===== src/rtl/array_allocator_pkg.sv =====
// Shared definitions for the array allocator: parameter defaults, FSM states and op encoding.
package array_allocator_pkg;

  localparam int unsigned MEM_ELEMENT_WIDTH_DEF = 12;
  localparam int unsigned N_ARRAYS_DEF          = 20;
  localparam int unsigned N_REQ_DEF             = 4;

  typedef enum logic [1:0] {
    ST_IDLE = 2'd0,
    ST_EXEC = 2'd1,
    ST_DONE = 2'd2
  } state_e;

  typedef enum logic {
    OP_ALLOC = 1'b0,
    OP_FREE  = 1'b1
  } op_e;

  // Index width for n entries, never below one bit.
  function automatic int unsigned idx_w(input int unsigned n);
    return (n > 1) ? $clog2(n) : 1;
  endfunction

endpackage


===== src/rtl/array_allocator_if.sv =====
// Requester-side handshake bundle: per-requester request/op/id in, shared completion out.
interface array_allocator_if #(
  parameter int unsigned NReq               = 4,
  parameter int unsigned MemoryElementWidth = 12
);
  logic [NReq-1:0]                    req;
  logic [NReq-1:0]                    op;
  logic [NReq*MemoryElementWidth-1:0] freeId;
  logic [NReq-1:0]                    ack;
  logic [MemoryElementWidth-1:0]      ackId;
  logic                               error;

  modport master (output req, op, freeId, input ack, ackId, error);
  modport slave  (input req, op, freeId, output ack, ackId, error);
endinterface


===== src/rtl/array_allocator_rr_arbiter.sv =====
// Round-robin requester selection starting the search at index ptr.
module rr_arbiter
  import array_allocator_pkg::*;
#(
  parameter int unsigned NReq = N_REQ_DEF,
  parameter int unsigned PtrW = idx_w(NReq)
) (
  input  logic [NReq-1:0] req,
  input  logic [PtrW-1:0] ptr,
  output logic [NReq-1:0] grant_c,
  output logic [PtrW-1:0] winner_c
);

  logic found;

  always_comb begin : rr_search
    grant_c  = '0;
    winner_c = '0;
    found    = 1'b0;
    for (int unsigned i = 0; i < NReq; i++) begin
      if (!found && req[PtrW'((32'(ptr) + i) % NReq)]) begin
        found    = 1'b1;
        winner_c = PtrW'((32'(ptr) + i) % NReq);
      end
    end
    if (found) grant_c[winner_c] = 1'b1;
  end

endmodule


===== src/rtl/array_allocator.sv =====
// Heap array id allocator: serves one alloc/free request per IDLE-EXEC-DONE pass,
// reusing freed ids LIFO before issuing fresh ones.
module array_allocator
  import array_allocator_pkg::*;
#(
  parameter int unsigned MemoryElementWidth = MEM_ELEMENT_WIDTH_DEF,
  parameter int unsigned NArrays            = N_ARRAYS_DEF,
  parameter int unsigned NReq               = N_REQ_DEF
) (
  input  logic                          clock,
  input  logic                          reset,
  array_allocator_if.slave              bus,
  output logic                          sizeWe,
  output logic [MemoryElementWidth-1:0] sizeAddr,
  output logic [MemoryElementWidth-1:0] allocs,
  output logic [MemoryElementWidth-1:0] freedTop,
  output logic                          busy
);

  localparam int unsigned MW   = MemoryElementWidth;
  localparam int unsigned IdxW = idx_w(NArrays);
  localparam int unsigned PtrW = idx_w(NReq);

  state_e          state_q, state_d;
  logic [PtrW-1:0] rr_ptr_q, rr_ptr_d;
  logic [PtrW-1:0] winner_q, winner_d;
  logic [NReq-1:0] grant_q, grant_d;
  op_e             op_q, op_d;
  logic [MW-1:0]   id_q, id_d;
  logic            err_q, err_d;
  logic            from_stack_q, from_stack_d;
  logic [MW-1:0]   allocs_q, allocs_d;
  logic [MW-1:0]   freed_top_q, freed_top_d;
  logic [NArrays-1:0] in_use_q, in_use_d;
  logic [MW-1:0]   stack_q [NArrays];
  logic [MW-1:0]   stack_d [NArrays];
  logic [NReq-1:0] ack_q, ack_d;
  logic [MW-1:0]   ack_id_q, ack_id_d;
  logic            error_q, error_d;
  logic            size_we_q, size_we_d;
  logic [MW-1:0]   size_addr_q, size_addr_d;
  logic            busy_q, busy_d;

  logic [NReq-1:0] grant_c;
  logic [PtrW-1:0] winner_c;
  op_e             req_op_c;
  logic [MW-1:0]   req_id_c;

  rr_arbiter #(.NReq(NReq), .PtrW(PtrW)) u_rr_arbiter (
    .req      (bus.req),
    .ptr      (rr_ptr_q),
    .grant_c  (grant_c),
    .winner_c (winner_c)
  );

  always_comb begin : winner_fields
    req_op_c = op_e'(bus.op[winner_c]);
    req_id_c = bus.freeId[32'(winner_c)*MW +: MW];
  end

  // The outcome is resolved when the request is accepted so sizeWe can be high during EXEC;
  // allocator state only commits on the EXEC edge.
  always_comb begin : next_state
    state_d      = state_q;
    rr_ptr_d     = rr_ptr_q;
    winner_d     = winner_q;
    grant_d      = grant_q;
    op_d         = op_q;
    id_d         = id_q;
    err_d        = err_q;
    from_stack_d = from_stack_q;
    allocs_d     = allocs_q;
    freed_top_d  = freed_top_q;
    in_use_d     = in_use_q;
    stack_d      = stack_q;
    ack_d        = '0;
    ack_id_d     = '0;
    error_d      = 1'b0;
    size_we_d    = 1'b0;
    size_addr_d  = '0;
    case (state_q)
      ST_IDLE: begin
        if (|bus.req) begin
          state_d      = ST_EXEC;
          winner_d     = winner_c;
          grant_d      = grant_c;
          op_d         = req_op_c;
          from_stack_d = 1'b0;
          if (req_op_c == OP_ALLOC) begin
            if (freed_top_q != '0) begin
              id_d         = stack_q[IdxW'(freed_top_q - MW'(1))];
              err_d        = 1'b0;
              from_stack_d = 1'b1;
            end else if (allocs_q < MW'(NArrays)) begin
              id_d  = allocs_q;
              err_d = 1'b0;
            end else begin
              id_d  = '0;
              err_d = 1'b1;
            end
            size_we_d   = !err_d;
            size_addr_d = err_d ? '0 : id_d;
          end else begin
            id_d  = req_id_c;
            err_d = !((req_id_c < allocs_q) && in_use_q[IdxW'(req_id_c)]);
          end
        end
      end
      ST_EXEC: begin
        state_d = ST_DONE;
        if (!err_q) begin
          if (op_q == OP_ALLOC) begin
            in_use_d[IdxW'(id_q)] = 1'b1;
            if (from_stack_q) freed_top_d = freed_top_q - MW'(1);
            else              allocs_d    = allocs_q + MW'(1);
          end else begin
            in_use_d[IdxW'(id_q)]        = 1'b0;
            stack_d[IdxW'(freed_top_q)] = id_q;
            freed_top_d                  = freed_top_q + MW'(1);
          end
        end
        ack_d    = grant_q;
        ack_id_d = id_q;
        error_d  = err_q;
      end
      ST_DONE: begin
        state_d  = ST_IDLE;
        rr_ptr_d = (32'(winner_q) == NReq - 1) ? '0 : winner_q + PtrW'(1);
      end
      default: state_d = ST_IDLE;
    endcase
    busy_d = (state_d != ST_IDLE);
  end

  always_ff @(posedge clock) begin : state_regs
    if (!reset) begin
      state_q      <= ST_IDLE;
      rr_ptr_q     <= '0;
      winner_q     <= '0;
      grant_q      <= '0;
      op_q         <= OP_ALLOC;
      id_q         <= '0;
      err_q        <= 1'b0;
      from_stack_q <= 1'b0;
      allocs_q     <= '0;
      freed_top_q  <= '0;
      in_use_q     <= '0;
      ack_q        <= '0;
      ack_id_q     <= '0;
      error_q      <= 1'b0;
      size_we_q    <= 1'b0;
      size_addr_q  <= '0;
      busy_q       <= 1'b0;
    end else begin
      state_q      <= state_d;
      rr_ptr_q     <= rr_ptr_d;
      winner_q     <= winner_d;
      grant_q      <= grant_d;
      op_q         <= op_d;
      id_q         <= id_d;
      err_q        <= err_d;
      from_stack_q <= from_stack_d;
      allocs_q     <= allocs_d;
      freed_top_q  <= freed_top_d;
      in_use_q     <= in_use_d;
      ack_q        <= ack_d;
      ack_id_q     <= ack_id_d;
      error_q      <= error_d;
      size_we_q    <= size_we_d;
      size_addr_q  <= size_addr_d;
      busy_q       <= busy_d;
    end
  end

  // Freed-id stack contents are don't-care after reset; freedTop guards every read.
  always_ff @(posedge clock) begin : stack_regs
    stack_q <= stack_d;
  end

  assign bus.ack   = ack_q;
  assign bus.ackId = ack_id_q;
  assign bus.error = error_q;
  assign sizeWe    = size_we_q;
  assign sizeAddr  = size_addr_q;
  assign allocs    = allocs_q;
  assign freedTop  = freed_top_q;
  assign busy      = busy_q;

endmodule


===== src/flat_wrapper.sv =====
// flat-port wrapper written by rule: the top's interface ports become plain ports
module array_allocator_flat import array_allocator_pkg::*;
#(
  parameter int unsigned MemoryElementWidth = MEM_ELEMENT_WIDTH_DEF,
  parameter int unsigned NArrays            = N_ARRAYS_DEF,
  parameter int unsigned NReq               = N_REQ_DEF
)
  (clock, reset, sizeWe, sizeAddr, allocs, freedTop, busy, bus_req, bus_op, bus_freeId, bus_ack, bus_ackId, bus_error);
  array_allocator_if #(.NReq(NReq), .MemoryElementWidth(MemoryElementWidth)) bus_i ();
  input  logic clock;
  input  logic reset;
  output logic sizeWe;
  output logic [MemoryElementWidth-1:0] sizeAddr;
  output logic [MemoryElementWidth-1:0] allocs;
  output logic [MemoryElementWidth-1:0] freedTop;
  output logic busy;
  input wire logic [$bits(bus_i.req)-1:0] bus_req;
  input wire logic [$bits(bus_i.op)-1:0] bus_op;
  input wire logic [$bits(bus_i.freeId)-1:0] bus_freeId;
  output wire logic [$bits(bus_i.ack)-1:0] bus_ack;
  output wire logic [$bits(bus_i.ackId)-1:0] bus_ackId;
  output wire logic [$bits(bus_i.error)-1:0] bus_error;
  assign bus_i.req = bus_req;
  assign bus_i.op = bus_op;
  assign bus_i.freeId = bus_freeId;
  assign bus_ack = bus_i.ack;
  assign bus_ackId = bus_i.ackId;
  assign bus_error = bus_i.error;
  array_allocator #(.MemoryElementWidth(MemoryElementWidth), .NArrays(NArrays), .NReq(NReq)) u_core (.clock(clock), .reset(reset), .bus(bus_i), .sizeWe(sizeWe), .sizeAddr(sizeAddr), .allocs(allocs), .freedTop(freedTop), .busy(busy));
endmodule

===== config.mk =====
export PLATFORM = sky130hd
export DESIGN_NAME = array_allocator_flat
export DESIGN_NICKNAME = d
export VERILOG_FILES = /design/src/rtl/array_allocator_pkg.sv /design/src/rtl/array_allocator_if.sv /design/src/rtl/array_allocator_rr_arbiter.sv /design/src/rtl/array_allocator.sv /design/src/flat_wrapper.sv
export SDC_FILE = /design/constraint.sdc
export NUM_CORES = 1
export LEC_CHECK = 0
export ABC_CLOCK_PERIOD_IN_PS = 5760
export CORE_MARGIN = 1.5
export CORE_UTILIZATION = 55
export CTS_CLUSTER_SIZE = 14
export DETAILED_ROUTE_END_ITERATION = 6
export GPL_TIMING_DRIVEN = 1
export HOLD_SLACK_MARGIN = 0.03
export MAX_ROUTING_LAYER = met4
export PLACE_DENSITY = 0.73
export SLEW_MARGIN = 20
export SYNTH_ARGS = -nofsm -noshare
export SYNTH_HDL_FRONTEND = slang
export SYNTH_SLANG_ARGS = --single-unit

===== constraint.sdc =====
create_clock -name clock -period 5.76 [get_ports clock]
set_clock_uncertainty 0.15 [all_clocks]
set_input_delay 0.576 -clock clock [delete_from_list [all_inputs] [get_ports clock]]
set_output_delay 0.576 -clock clock [all_outputs]
set_load 0.1 [all_outputs]

==> impl_metrics.toml <==
[detailed_routing]
drtIter0Drc = 670
highest_layer = "met4"
routedWlPerCell_microns = 22.4
wl_met3_microns = 2690
met2_length_microns = 15800
met1Wirelength_microns = 14600
drt-total-wl_microns = 33700
postRouteAntennaNets = 0
drc = 0
viasPerCell = 5.98
drtPass1Iterations = 5
vias = 9021

[placement]
gp_congestion = 0.872
numPlacedInstances = 1445
io_buffers = 112
placed_area_sq_um = 16100
dp.final_hpwl_microns = 21100

[clock_tree]
ctsRootBufferMaster = "clkbuf_16"
hold_buffers = 0
clk_pin_slew_worst_paths_ns = 0.06
cts_buffers = 36
post_cts_resized = 0
clk_latency_ns = 0.53
cts_tree = "done"
post_cts_buffers = 0
clock_sinks = 340
cts.htree.levels = 2
max-clock-path-buffers = 3

[final_layout]
final_common_cell = "edfxtp_1"
synthToLayoutAreaGrowth_pct = 18.7
antenna_cells = 0
final_cell_count_no_fill = 1509
drive_gt1_share_pct = 15.0
nNetsFinal = 1224
final_cell_mix = "edfxtp_1, clkdlybuf4s50_1, dfxtp_1, nand2_1, nor2_1"
stdcell_area_sq_um = 17200

[die]
rows = 59
die_h_microns = 165
ioPinCount = 113
core_sq_um = 25900
die_area_sq_um = 27300
start_util_pct = 55.9
dieWidth_microns = 165

[worst_setup_path]
crit_type = "in -> reg"
cp-start-kind = "input pin"
critPathMaxStageDelay_ns = 0.69
path_cells = "clkdlybuf4s50_1 > nor2b_1 > o21ai_1 > o211a_1 > mux2_1 > o21ai_0 > inv_1 > ha_1 > nor2_1 > or4_1 > a21oi_1 > nor3_1 > a2bb2oi_1"
end_kind = "flop"
crit_fanout = 21
slowest_stage = "o211a_1"
required_ns = 6.06
arrival_ns = 4.21

[power_and_ir_drop]
pwr-share-clk_pct = 36.7
p_per_area_nw_per_um2 = 342
switchingPower_w = 0.00159
p_seq_share_pct = 48.2
power_w = 0.00588
p_leak_nw = 5.94
combinationalPowerShare_pct = 15.1
peakVddDrop_mv = 0.402
p_sw_share_pct = 27.1
p_int_w = 0.00429

[synthesis]
syn_avg_cell_area_sq_um = 14.2
ys_async_sr_fraction_pct = 0
syn_area_sq_um = 14500
synth_area_leaders = "edfxtp_1, dfxtp_1, mux4_2"
ys.flop_type = "edfxtp_1"
synth-seq-area-share_pct = 63.6
synth_warnings = 0
synth.distinct_cells = 58
synthCells = 1020
synth_edf_count = 240
yosys.area.top_type = "edfxtp_1"
synth_nets = 1096
synth_seq_cells = 340
synth_top_area_share_pct = 49.8

[global_route]
first_global_vias = 8795
antenna_found_initial = 2
grtUsageTotal_pct = 26.0
grt_max_degree = 70
grt_pass1_wl_microns = 50900
overflow = 0

[sta]
rsz0062_at_grt = "no"
finalCriticalPeriod_ns = 3.91
finalSetupViolations = 0
slew_viol_final = 0
worst_pin_slew_ns = 1.10
hold_ws_ns = 0.303
fmax_mhz = 256
fin_crit_sh_pct = 67.9
relSlewSlack_pct = 26.3
hold_viol = 0
finalSetupTns_ns = 0

[worst_hold_path]
min_path_type = "reg -> reg"

[job]
max_cap_violations = 0

[run_status]
outcome = "finished, final reports clean"
-- state kept, by name (all words and copies together), names as in the netlist, named ones only --
signal / flops
u_core.allocs: 12
u_core.bus.ack: 4
u_core.bus.ackId: 12
u_core.bus.error: 1
u_core.busy: 1
u_core.err_q: 1
u_core.freedTop: 12
u_core.from_stack_q: 1
u_core.grant_q: 4
u_core.id_q: 12
u_core.op_q: 1
u_core.rr_ptr_q: 2
u_core.sizeAddr: 12
u_core.sizeWe: 1
u_core.stack_q: 240
u_core.state_q: 2
u_core.winner_q: 2
-- synthesized netlist by cell type (6+ instances only) --
library cell / number
nor2_1: 71
mux2_2: 12
clkbuf_1: 30
nand4_1: 6
o211a_1: 8
edfxtp_1: 240
a21oi_1: 20
dfxtp_1: 100
nor2b_1: 13
inv_1: 22
xnor2_1: 15
nor3_1: 20
or3_1: 29
o211ai_1: 6
nand2_1: 71
o21ai_0: 38
nand3_1: 9
buf_2: 21
ha_1: 18
a32oi_1: 12
mux2i_1: 63
a21boi_0: 34
a31oi_1: 6
mux4_2: 60
and2_1: 34
-- per-layer routing --
| layer | global-route usage [%] | vias up |
|---|---|---|
| met5 | - | - |
| met4 | 7.04 | 0 |
| met3 | 4.35 | 54 |
| met2 | 40.0 | 336 |
| met1 | 36.4 | 4519 |
| li1 | - | 4112 |
-- area by class of cell --
class	count	area, sq um
repair buffers	149	1410
clock inverters	16	134
inverters	22	82.6
flip-flops and latches	340	9210
fillers	1816	8730
clock buffers	48	970
well taps	335	419
multi-input cells	599	4960
-- worst max-delay path: cells and delay by family --
kind                       cells  cell delay, ns
AOI/OAI and AO/OA              5            1.50
adders and majority gates      1            0.33
and+or+nand+nor                4            0.77
buffers and inverters          2            0.65
muxes                          1            0.38
-- final timing paths --
| check | cells past startpoint | slack (ns) | to | from |
|---|---|---|---|---|
| worst max-delay path | 13 | 1.85 | u_core.err_q | bus_req[0] |
| worst min-delay path | 1 | 0.30 | u_core.bus.ack[3] | u_core.grant_q[3] |
| worst max register to register | 12 | 1.94 | u_core.id_q[3] | u_core.freedTop[1] |
| worst min register to register | 1 | 0.30 | u_core.bus.ack[3] | u_core.grant_q[3] |
-- through the flow --
stage	setup WS [ns]	utilization, %
after floorplan	1.07	-
after global placement	1.45	62.0
after detailed placement	1.32	62.1
after CTS	1.88	66.3
after global routing	1.45	66.3
final	1.85	66.3
-- kinds of logic (layout without fill, tap and decap cells) --
family | Yosys count | after routing | synth area share, %
AOI/OAI and AO/OA | 142 | 142 | 6.60
and+or+nand+nor | 283 | 283 | 9.92
buffers and inverters | 81 | 235 | 2.39
DFF | 340 | 340 | 63.6
adders and majority gates | 18 | 18 | 1.56
xor gates and xnor gates | 20 | 20 | 1.21
muxes | 136 | 136 | 14.7
-- power by group through the flow --
stage          combinational (W)  clock, W  sequential [W]
2_1_floorplan           0.000534         0         0.00292
3_3_place_gp            0.000874         0         0.00288
3_5_place_dp            0.000881         0         0.00288
4_1_cts                 0.000887   0.00219         0.00283
5_1_grt                 0.000958   0.00227         0.00284
6_report                0.000889   0.00216         0.00283
(Power assumes the default switching activity.)
